### src/rtl/latency_result_receiver.sv
// Receiver for a fixed-latency, stall-free datapath unit. Issued operations are credit-gated
// and tagged, results are captured on the tagged cycle and re-emitted on a ready/valid stream.
module latency_result_receiver #(
    parameter int WIDTH   = 32,
    parameter int LATENCY = 4,
    parameter int DEPTH   = 8
) (
    input  logic                       clock,
    input  logic                       reset,
    input  logic                       issue_valid,
    output logic                       issue_ready,
    input  logic [WIDTH-1:0]           result_in,
    output logic                       out_valid,
    input  logic                       out_ready,
    output logic [WIDTH-1:0]           out_data,
    output logic [$clog2(DEPTH+1)-1:0] occupancy
);

    localparam int CNT_W = $clog2(DEPTH + 1);
    localparam int PTR_W = (DEPTH > 1) ? $clog2(DEPTH) : 1;

    logic [CNT_W-1:0]   used_reg, used_next;
    logic [CNT_W-1:0]   count_reg, count_next;
    logic [PTR_W-1:0]   wr_ptr_reg, wr_ptr_next;
    logic [PTR_W-1:0]   rd_ptr_reg, rd_ptr_next;
    logic [LATENCY-1:0] tag_reg, tag_next;
    logic [WIDTH-1:0]   mem_reg [DEPTH];

    logic issue_fire;
    logic pop_fire;
    logic capture;

    // Credit check uses only registered state so issue_ready has no combinational input path.
    assign issue_ready = (used_reg < CNT_W'(DEPTH));
    assign issue_fire  = issue_valid && issue_ready;
    assign out_valid   = (count_reg != '0);
    assign pop_fire    = out_valid && out_ready;
    assign capture     = tag_reg[LATENCY-1];
    assign out_data    = mem_reg[rd_ptr_reg];
    assign occupancy   = count_reg;

    assign tag_next[0] = issue_fire;
    generate
        for (genvar gi = 1; gi < LATENCY; gi++) begin : g_tag
            assign tag_next[gi] = tag_reg[gi-1];
        end
    endgenerate

    always_comb begin
        wr_ptr_next = wr_ptr_reg;
        rd_ptr_next = rd_ptr_reg;
        if (capture) begin
            wr_ptr_next = (wr_ptr_reg == PTR_W'(DEPTH - 1)) ? '0 : wr_ptr_reg + 1'b1;
        end
        if (pop_fire) begin
            rd_ptr_next = (rd_ptr_reg == PTR_W'(DEPTH - 1)) ? '0 : rd_ptr_reg + 1'b1;
        end
        count_next = count_reg + CNT_W'(capture) - CNT_W'(pop_fire);
        used_next  = used_reg + CNT_W'(issue_fire) - CNT_W'(pop_fire);
    end

    always_ff @(posedge clock) begin
        if (reset) begin
            used_reg   <= '0;
            count_reg  <= '0;
            wr_ptr_reg <= '0;
            rd_ptr_reg <= '0;
            tag_reg    <= '0;
        end else begin
            used_reg   <= used_next;
            count_reg  <= count_next;
            wr_ptr_reg <= wr_ptr_next;
            rd_ptr_reg <= rd_ptr_next;
            tag_reg    <= tag_next;
        end
    end

    // Storage has no reset; pointers and count define which entries are live.
    always_ff @(posedge clock) begin
        if (capture) begin
            mem_reg[wr_ptr_reg] <= result_in;
        end
    end

    // Credits reserve a slot for every tagged result, so a capture into a full FIFO is a bug.
    a_no_overflow: assert property (@(posedge clock) disable iff (reset)
        !(capture && (count_reg == CNT_W'(DEPTH)) && !pop_fire));
    a_used_bound: assert property (@(posedge clock) disable iff (reset)
        used_reg <= CNT_W'(DEPTH));

endmodule

### config.mk
export PLATFORM = sky130hd
export DESIGN_NAME = latency_result_receiver
export DESIGN_NICKNAME = d
export VERILOG_FILES = /design/src/rtl/latency_result_receiver.sv
export SDC_FILE = /design/constraint.sdc
export NUM_CORES = 1
export LEC_CHECK = 0
export CAP_MARGIN = 30
export CORE_MARGIN = 2
export CORE_UTILIZATION = 61
export CTS_BUF_LIST = sky130_fd_sc_hd__clkbuf_2
export DETAILED_ROUTE_END_ITERATION = 8
export GPL_ROUTABILITY_DRIVEN = 0
export GPL_TIMING_DRIVEN = 0
export PLACE_DENSITY = 0.86
export SETUP_SLACK_MARGIN = 0.3
export SLEW_MARGIN = 20
export SYNTH_ARGS = -nofsm -noshare
export SYNTH_HDL_FRONTEND = slang
export SYNTH_SLANG_ARGS = --single-unit
### constraint.sdc
create_clock -name clock -period 4 [get_ports clock]
set_clock_uncertainty 0.15 [all_clocks]
set_input_delay 0.4 -clock clock [delete_from_list [all_inputs] [get_ports clock]]
set_output_delay 0.4 -clock clock [all_outputs]
set_load 0.02 [all_outputs]
==> Word-level counts from Yosys, hierarchy flattened <==
Memory sizes are Yosys's and may differ from the RTL's. A register that Yosys moved wholly into a read port is not among the register bits.
Index checks and enable logic that the tools add are counted.
{ "totals": {"ff_bits": 18, "mem_bits_rw": 256, "inputBits": 36, "output_inout_bits": 38, "elab_cells": 24, "mem_count": 1} }
{ "memory_table": {"columns": ["name", "words", "word_bits", "rd", "rd_ports_with_merged_regs", "wr", "line_no", "source"], "rows": [
  ["mem_reg", 8, 32, 1, 1, 1, "27", "logic [WIDTH-1:0] mem_reg [DEPTH];"]
]} }
{ "op_classes": {"n_addsub": 6, "n_lt_le_gt_ge": 1, "n_eq_ne": 2, "mux": 6, "reduce_logical": 3} }
{ "op_table": {"columns": ["operator", "n"], "rows": [
  ["$mux W3", 4],
  ["$add A4 B1 Y4", 2],
  ["$sub A4 B1 Y4", 2],
  ["$add A3 B1 Y3 const B", 2],
  ["$eq A3 B3 Y1 const B", 2],
  ["$lt A4 B4 Y1 const B", 1],
  ["$reduce_bool A4 Y1", 1],
  ["$logic_and A1 B1 Y1", 2],
  ["$mux W1", 2]
]} }

==> Longest topological paths before layout <==
Gate-level depths: netlist of run 1.
{ "depth": {"ltp_word": 4, "mapped_depth": 11, "depth_no_buf": 11} }

==> Worst setup path before layout of run 1 <==
OpenSTA, ideal clock, no wires.
{ "synth_path": {"path_type": "reg-to-reg", "startpoint": "register tag_reg[3]", "endpoint": "memory mem_reg[0][0], enable pin", "setup_ns": 0.461, "arrival_time_ns": 2.914, "required_ns": 3.389, "slack_ns": 0.475, "path_stages_with_launch": 4, "path_buffers": 1, "period_less_slack_ns": 3.525, "cell_sequence": "dfxtp_1 -> clkbuf_1 -> nand2b_1 -> nor3_1"} }
{ "synth_via": {"elab_chain_len": 2} }
{ "synth_rtl": {"columns": ["item", "line_no", "source"], "rows": [
  ["from (decl)", "26", "logic [LATENCY-1:0] tag_reg, tag_next;"],
  ["from (signal assigned)", "74", "tag_reg <= tag_next;"],
  ["$mux W1", "80", "if (capture) begin"],
  ["$mux W1 (implied by the code)", "81", "mem_reg[wr_ptr_reg] <= result_in;"],
  ["to (decl)", "27", null]
]} }
Every way passes these cells.

==> summary.txt, run 1 <==
Clock tree
  – CTS Sinks: 277
  – H-tree Lvls: 3
  – Reg clk slew, reported paths: 100 ps
  – CTS max path bufs: 3
  – CTS tree: built
  – Clk Latency, worst-skew pair: 810 ps
  – Cts bufs inserted: 66
  – CTS root buf: clkbuf_2

Floorplanning
  – # rows: 48
  – Die X: 136.9 um
  – Core area: 0.01730 mm^2
  – Starting density of the core: 0.6225
  – Die Area: 0.01873 mm^2
  – Chip height: 136.9 um
  – IO Pins: 74

Critical path
  – Req. time, crit path: 3450 ps
  – WS Path Type: reg -> out
  – Worst R2R Path Depth: 11
  – Worst setup SP type: flop
  – CP Data Arrival Time: 2990 ps
  – CP Max Fanout: 10
  – Critical Path Sink Type: output pin

Drt
  – Total wire length: 20380 um
  – Remaining DRCs: 0
  – Drt via density: 5.818
  – Initial drt markers: 387
  – Routed WL per cell: 22.39 um
  – Via count: 5294
  – DRT Pass-1 Iters: 4
  – ANT nets after route: 0

Placed design
  – DPL Wire Length: 13030 um
  – Port Buf Inserts: 73
  – Placed Cells: 796

Layout
  – Layout cell share with drive strength beyond 1: 0.2884
  – Area Growth Syn to Fin: 18.09%
  – Nets: 689
  – Largest register FFs: 256
  – Final cell count without fillers: 910

Synthesis
  – Synth top area share: 0.7140
  – Most common cell in the synthesized netlist: edfxtp_1
  – Post-synth top flop: edfxtp_1
  – Synth Instances: 481
  – Synthesized area per cell: 22.38 um^2
  – #FFs+latches synth: 277
  – Top cells by area, synth: edfxtp_1 (71%), mux4_1 (9.8%), mux4_2 (5.0%)
  – Mapped Area: 0.01077 mm^2
  – Commonest cells in the netlist: edfxtp_1 (256), mux4_1 (40), mux2_2 (32), mux4_2 (24), dfxtp_1 (21)
  – Mapped Nets: 530
  – Yosys cell types: 30
  – Register area share after synthesis: 0.7531
  – Asr flop ratio synth: 0
  – Post-synth EDFFs: 256
  – Synth warnings: 0
  – Post-synth top area cell: edfxtp_1

Pwr
  – LEAKAGE: 4.262 nW
  – Combinational group share of total power: 0.199
  – Max rail drop VDD: 393.7 uV
  – Sw Ratio: 0.2674
  – Total power: 6.214 mW
  – Sequential Power Share: 0.522
  – Clk pwr share: 0.278
  – Internal power: 4.553 mW
  – Pwr per Cell Area: 488.7 mW/mm^2
  – Sw power: 1.662 mW

GRT
  – Met1 Use GR: 0.2953
  – Initial antenna violation count: 2
  – GR Overflow Total: 0
  – Largest net degree at the start of global routing: 18
  – Met2 usage: 0.4017
  – All-Layer GR Usage: 0.2379
  – Met3 Usage GRT: 0.07222
  – Vias in the first global route: 5796
  – First-pass GRT wire length: 31740 um
  – Most Crowded Layer GR: met2

Timing
  – Pins Over Slew Limit: 0
  – Final worst-path cycle share: 0.8856
  – Unrepaired setup endpoints after global routing: no
  – Max_slew headroom: 0.5079
  – Worst-Margin Slew: 736.5 ps
  – Final hold vios: 0
  – # setup viols final: 0
  – Min Tclk post-route: 3542 ps
  – Fmax: 0.2823 GHz

Worst hold path
  – Hold Path Class: in -> reg
  – Hold path cells: 1

Run
  – Max-cap viol count: 0

Run status
  – Status: finished clean
through the flow:
step | TNS, ps | hold WS (ps) | area [um^2] | setup WS [ps] | util
after floorplan | 0 | 263.8 | 10770 | 474.6 | -
after CTS | 0 | 91.98 | 12710 | 389.7 | 0.7348
final | 0 | 158.9 | 12710 | 457.8 | 0.7351
after detailed placement | 0 | 282.3 | 12130 | 1059 | 0.7010
after global placement | -110460 | 271.6 | 11780 | -1716 | 0.6810
after global routing | 0 | 119.1 | 12710 | 312.8 | 0.7350
final cells by class:
cell class / instances / area (um^2)
flip-flops and latches: 277 / 8108
fillers: 988 / 4582
multi-input cells: 173 / 2544
repair buffers: 91 / 1032
clock buffers: 98 / 490.5
well taps: 225 / 281.5
plain buffers: 21 / 140.1
clock inverters: 13 / 76.32
inverters: 10 / 37.54
diodes: 2 / 5.005
worst max-delay path, stage by stage, from the launching register on:
cell and delay (ps):
dfxtp_1 350, buf_6 170, buf_6 210, mux4_1 590
mux2_2 290, clkdlybuf4s50_1 570
logic make-up after synthesis:
group / synth area share
buffers and inverters: 0.01581
XOR/XNOR: 0.004068
multiplexers: 0.1832
adder cells (fa/ha/maj): 0.01650
AND/OR/NAND/NOR: 0.01941
AO/OA/AOI/OAI: 0.008018
flip-flops: 0.7530
final timing paths:
check,start,end,slack (ps)
hold reg to reg,tag_reg[0],tag_reg[1],300
setup reg to reg,occupancy[3],occupancy[2],1280
hold / removal,result_in[11],mem_reg[3][11],160
setup / recovery,flop,out_data[23],460
layout by cell type (no fill, tap or decap), types with 2 or more instances in the layout:
cell	Yosys	routed
clkbuf_2	0	98
nand2b_1	5	5
inv_1	10	10
mux4_1	40	40
edfxtp_1	256	256
nor2_4	0	6
nand3_1	5	5
nor2b_1	6	6
nor2_1	14	8
mux4_2	24	24
o21ai_0	3	3
fa_1	2	2
clkdlybuf4s50_1	0	73
buf_1	8	2
buf_2	1	7
buf_6	7	8
xor2_1	2	2
nand2_1	4	4
clkinv_1	0	10
mux2i_1	2	2
xnor2_1	3	3
dfxtp_1	21	21
ha_1	11	11
buf_4	0	8
a21oi_1	11	11
nor3_2	0	2
mux2_2	32	32
clkbuf_1	5	5
buf_16	0	8
diode_2	0	2
timing repair:
item,in CTS,in global routing
hold endpoints to repair,1,0
hold buffers,1,0
resized for setup,6,0
buffers inserted,0,0
endpoints found under the setup margin,32,0
routing by layer:
| metal | vias up | share of wire |
|---|---|---|
| met3 | 35 | 0.079 |
| met4 | 0 | 0.021 |
| met2 | 225 | 0.52 |
| li1 | 2371 | - |
| met1 | 2663 | 0.38 |
| met5 | - | 0 |
power groups by stage:
stage / clock network [mW] / registers [mW] / logic (mW)
detailed placement: 0 / 3.31 / 1.25
finish: 1.73 / 3.25 / 1.24
CTS: 1.78 / 3.25 / 1.26
global route: 1.94 / 3.25 / 1.34
floorplan: 0 / 3.33 / 0.767
global placement: 0 / 3.31 / 1.20
(Power assumes the default switching activity.)
==> run 2: changes to the inputs <==
--- a/config.mk
+++ b/config.mk
@@ -13,7 +13,6 @@
 export GPL_ROUTABILITY_DRIVEN = 0
 export GPL_TIMING_DRIVEN = 0
 export PLACE_DENSITY = 0.86
-export SETUP_SLACK_MARGIN = 0.3
 export SLEW_MARGIN = 20
 export SYNTH_ARGS = -nofsm -noshare
 export SYNTH_HDL_FRONTEND = slang
==> run 2 against run 1 <==
Against the previous run: sequential power is essentially flat; flip-flop and latch count unchanged; total power about the same; final area about the same; non-clock buffer count unchanged; core utilization hardly changed; combinational power barely moved; critical path depth unchanged; worst setup slack got worse by 210 ps; sequential share of layout area is essentially flat.
==> summary.txt, run 2 (synthesis results as in run 1) <==
Layout
  – Area Growth Syn to Fin: 18.02%
  – Most common cell after layout, fill and taps aside: edfxtp_1
  – Final cell count without fillers: 910
  – Nets: 689
  – Sequential Area: 0.008108 mm^2
  – Largest register FFs: 256
  – Most frequent cells in the layout: edfxtp_1 (256), clkbuf_2 (98), clkdlybuf4s50_1 (73), mux4_1 (40), mux2_2 (32)
  – Footprint of the multi-input gates: 0.002544 mm^2
  – Layout cell share with drive strength beyond 1: 0.2796
  – Fill count: 990

Critical path
  – RR Startpoint: occupancy[3]
  – CP Max Fanout: 10
  – Critical path's slowest cell: buf_1
  – FF-to-FF setup slack: 1280 ps
  – R2R Path End: occupancy[2]
  – Worst setup SP type: flop
  – CP Data Arrival Time: 3200 ps
  – Critical Path Sink Type: output pin
  – Setup crit end: out_data[5]
  – WS Path Type: reg -> out
  – Critical Path Max Stage Delay: 570 ps
  – Req. time, crit path: 3450 ps
  – CP Cell Sequence: buf_2 -> buf_1 -> mux4_2 -> mux2_2 -> clkdlybuf4s50_1
  – Worst R2R Path Depth: 11

Clock tree
  – CTS max path bufs: 3
  – CTS Sinks: 277
  – Post-CTS setup buffer count: 0
  – Clk Latency, worst-skew pair: 810 ps
  – CTS tree: built
  – CTS root buf: clkbuf_2
  – H-tree Lvls: 3
  – Reg clk slew, reported paths: 110 ps
  – Cts bufs inserted: 66

Pwr
  – Max rail drop VDD: 393.6 uV
  – LEAKAGE: 4.236 nW
  – Total power: 6.213 mW
  – Pwr per Cell Area: 488.9 mW/mm^2

Placed design
  – Port Buf Inserts: 73
  – DPL Wire Length: 13030 um
  – Dpl ws: 1059 ps
  – Placed Cells: 796

Timing
  – Worst-Margin Slew: 747.0 ps
  – Final worst-path cycle share: 0.9370
  – Unrepaired setup endpoints after global routing: no
  – Final hold vios: 0
  – Fmax: 0.2668 GHz
  – Min Tclk post-route: 3748 ps
  – # setup viols final: 0
  – Pins Over Slew Limit: 0
  – Max_slew headroom: 0.5008
  – Setup WS post-layout: 251.9 ps

Drt
  – Initial drt markers: 390
  – Routed WL per cell: 22.46 um
  – DRT Pass-1 Iters: 4
  – Drt via density: 5.838
  – Via count: 5313
  – Total wire length: 20440 um
  – Remaining DRCs: 0
  – ANT nets after route: 0

GRT
  – Initial antenna violation count: 2
  – GR Overflow Total: 0
  – First-pass GRT wire length: 31740 um
  – All-Layer GR Usage: 0.2380
  – Vias in the first global route: 5796
  – Largest net degree at the start of global routing: 18

Run status
  – Status: finished clean

Floorplanning
  – IO Pins: 74
  – # rows: 48
  – Die X: 136.9 um
  – Core area: 0.01730 mm^2
  – Starting density of the core: 0.6225
  – Chip height: 136.9 um
  – Die Area: 0.01873 mm^2

Run
  – Max-cap viol count: 0

Worst hold path
  – Hold Path Class: in -> reg
==> run 2: changes by cell type in the layout (fill, tap and decap cells not counted) <==
cell	before	now
buf_2	7	1
buf_1	2	8
==> run 2: what timing repair did <==
item	CTS	global route
endpoints found under the hold margin	1	0
gates resized for setup	0	0
hold buffers	1	0
==> run 2: critical path, delay by kind of cell, from the launching register on <==
kind	cells	cell delay (ps)
flops	1	320
mux	2	720
buf+inv	3	1340
==> run 2: final cells by class <==
type                    count  area share
well taps                 225     0.02215
plain buffers              21     0.01044
repair buffers             91     0.08123
flip-flops and latches    277      0.6380
multi-input cells         173      0.2002
clock inverters            13    0.006006
diodes                      2   0.0003939
clock buffers              98     0.03860
inverters                  10    0.002954
==> run 2: worst min path at each step <==
| stage | startpoint | endpoint | slack, ps | cells after the start |
|---|---|---|---|---|
| after floorplan | tag_reg[0] | tag_reg[1] | 260 | 1 |
| after global placement | tag_reg[0] | tag_reg[1] | 270 | 1 |
| after detailed placement | tag_reg[2] | tag_reg[3] | 280 | 1 |
| after CTS | result_in[1] | mem_reg[5][1] | 90 | 1 |
| after global routing | result_in[26] | mem_reg[0][26] | 120 | 1 |
| final | result_in[0] | mem_reg[7][0] | 160 | 1 |
==> run 2: layer usage <==
metal  track usage  share of wire  vias to the layer above
li1              -              -                     2370
met1        0.2954           0.39                     2692
met2        0.4017           0.52                      221
met3       0.07222          0.071                       30
met4       0.08477          0.019                        0
met5             0              0                        -
==> run 2: through the flow <==
stage,hold WS (ps),setup TNS [ps],area [um^2],util
floorplan,263.8,0,10770,-
global placement,271.6,-110460,11780,0.6810
detailed placement,282.3,0,12130,0.7010
CTS,91.98,0,12700,0.7344
global route,119.1,0,12700,0.7345
finish,161.9,0,12710,0.7347
==> run 2: where the power goes <==
part | switching [mW] | internal (mW) | total [mW]
Sequential | 0.0353 | 3.21 | 3.25
Clock | 1.02 | 0.708 | 1.73
Combinational | 0.604 | 0.634 | 1.24
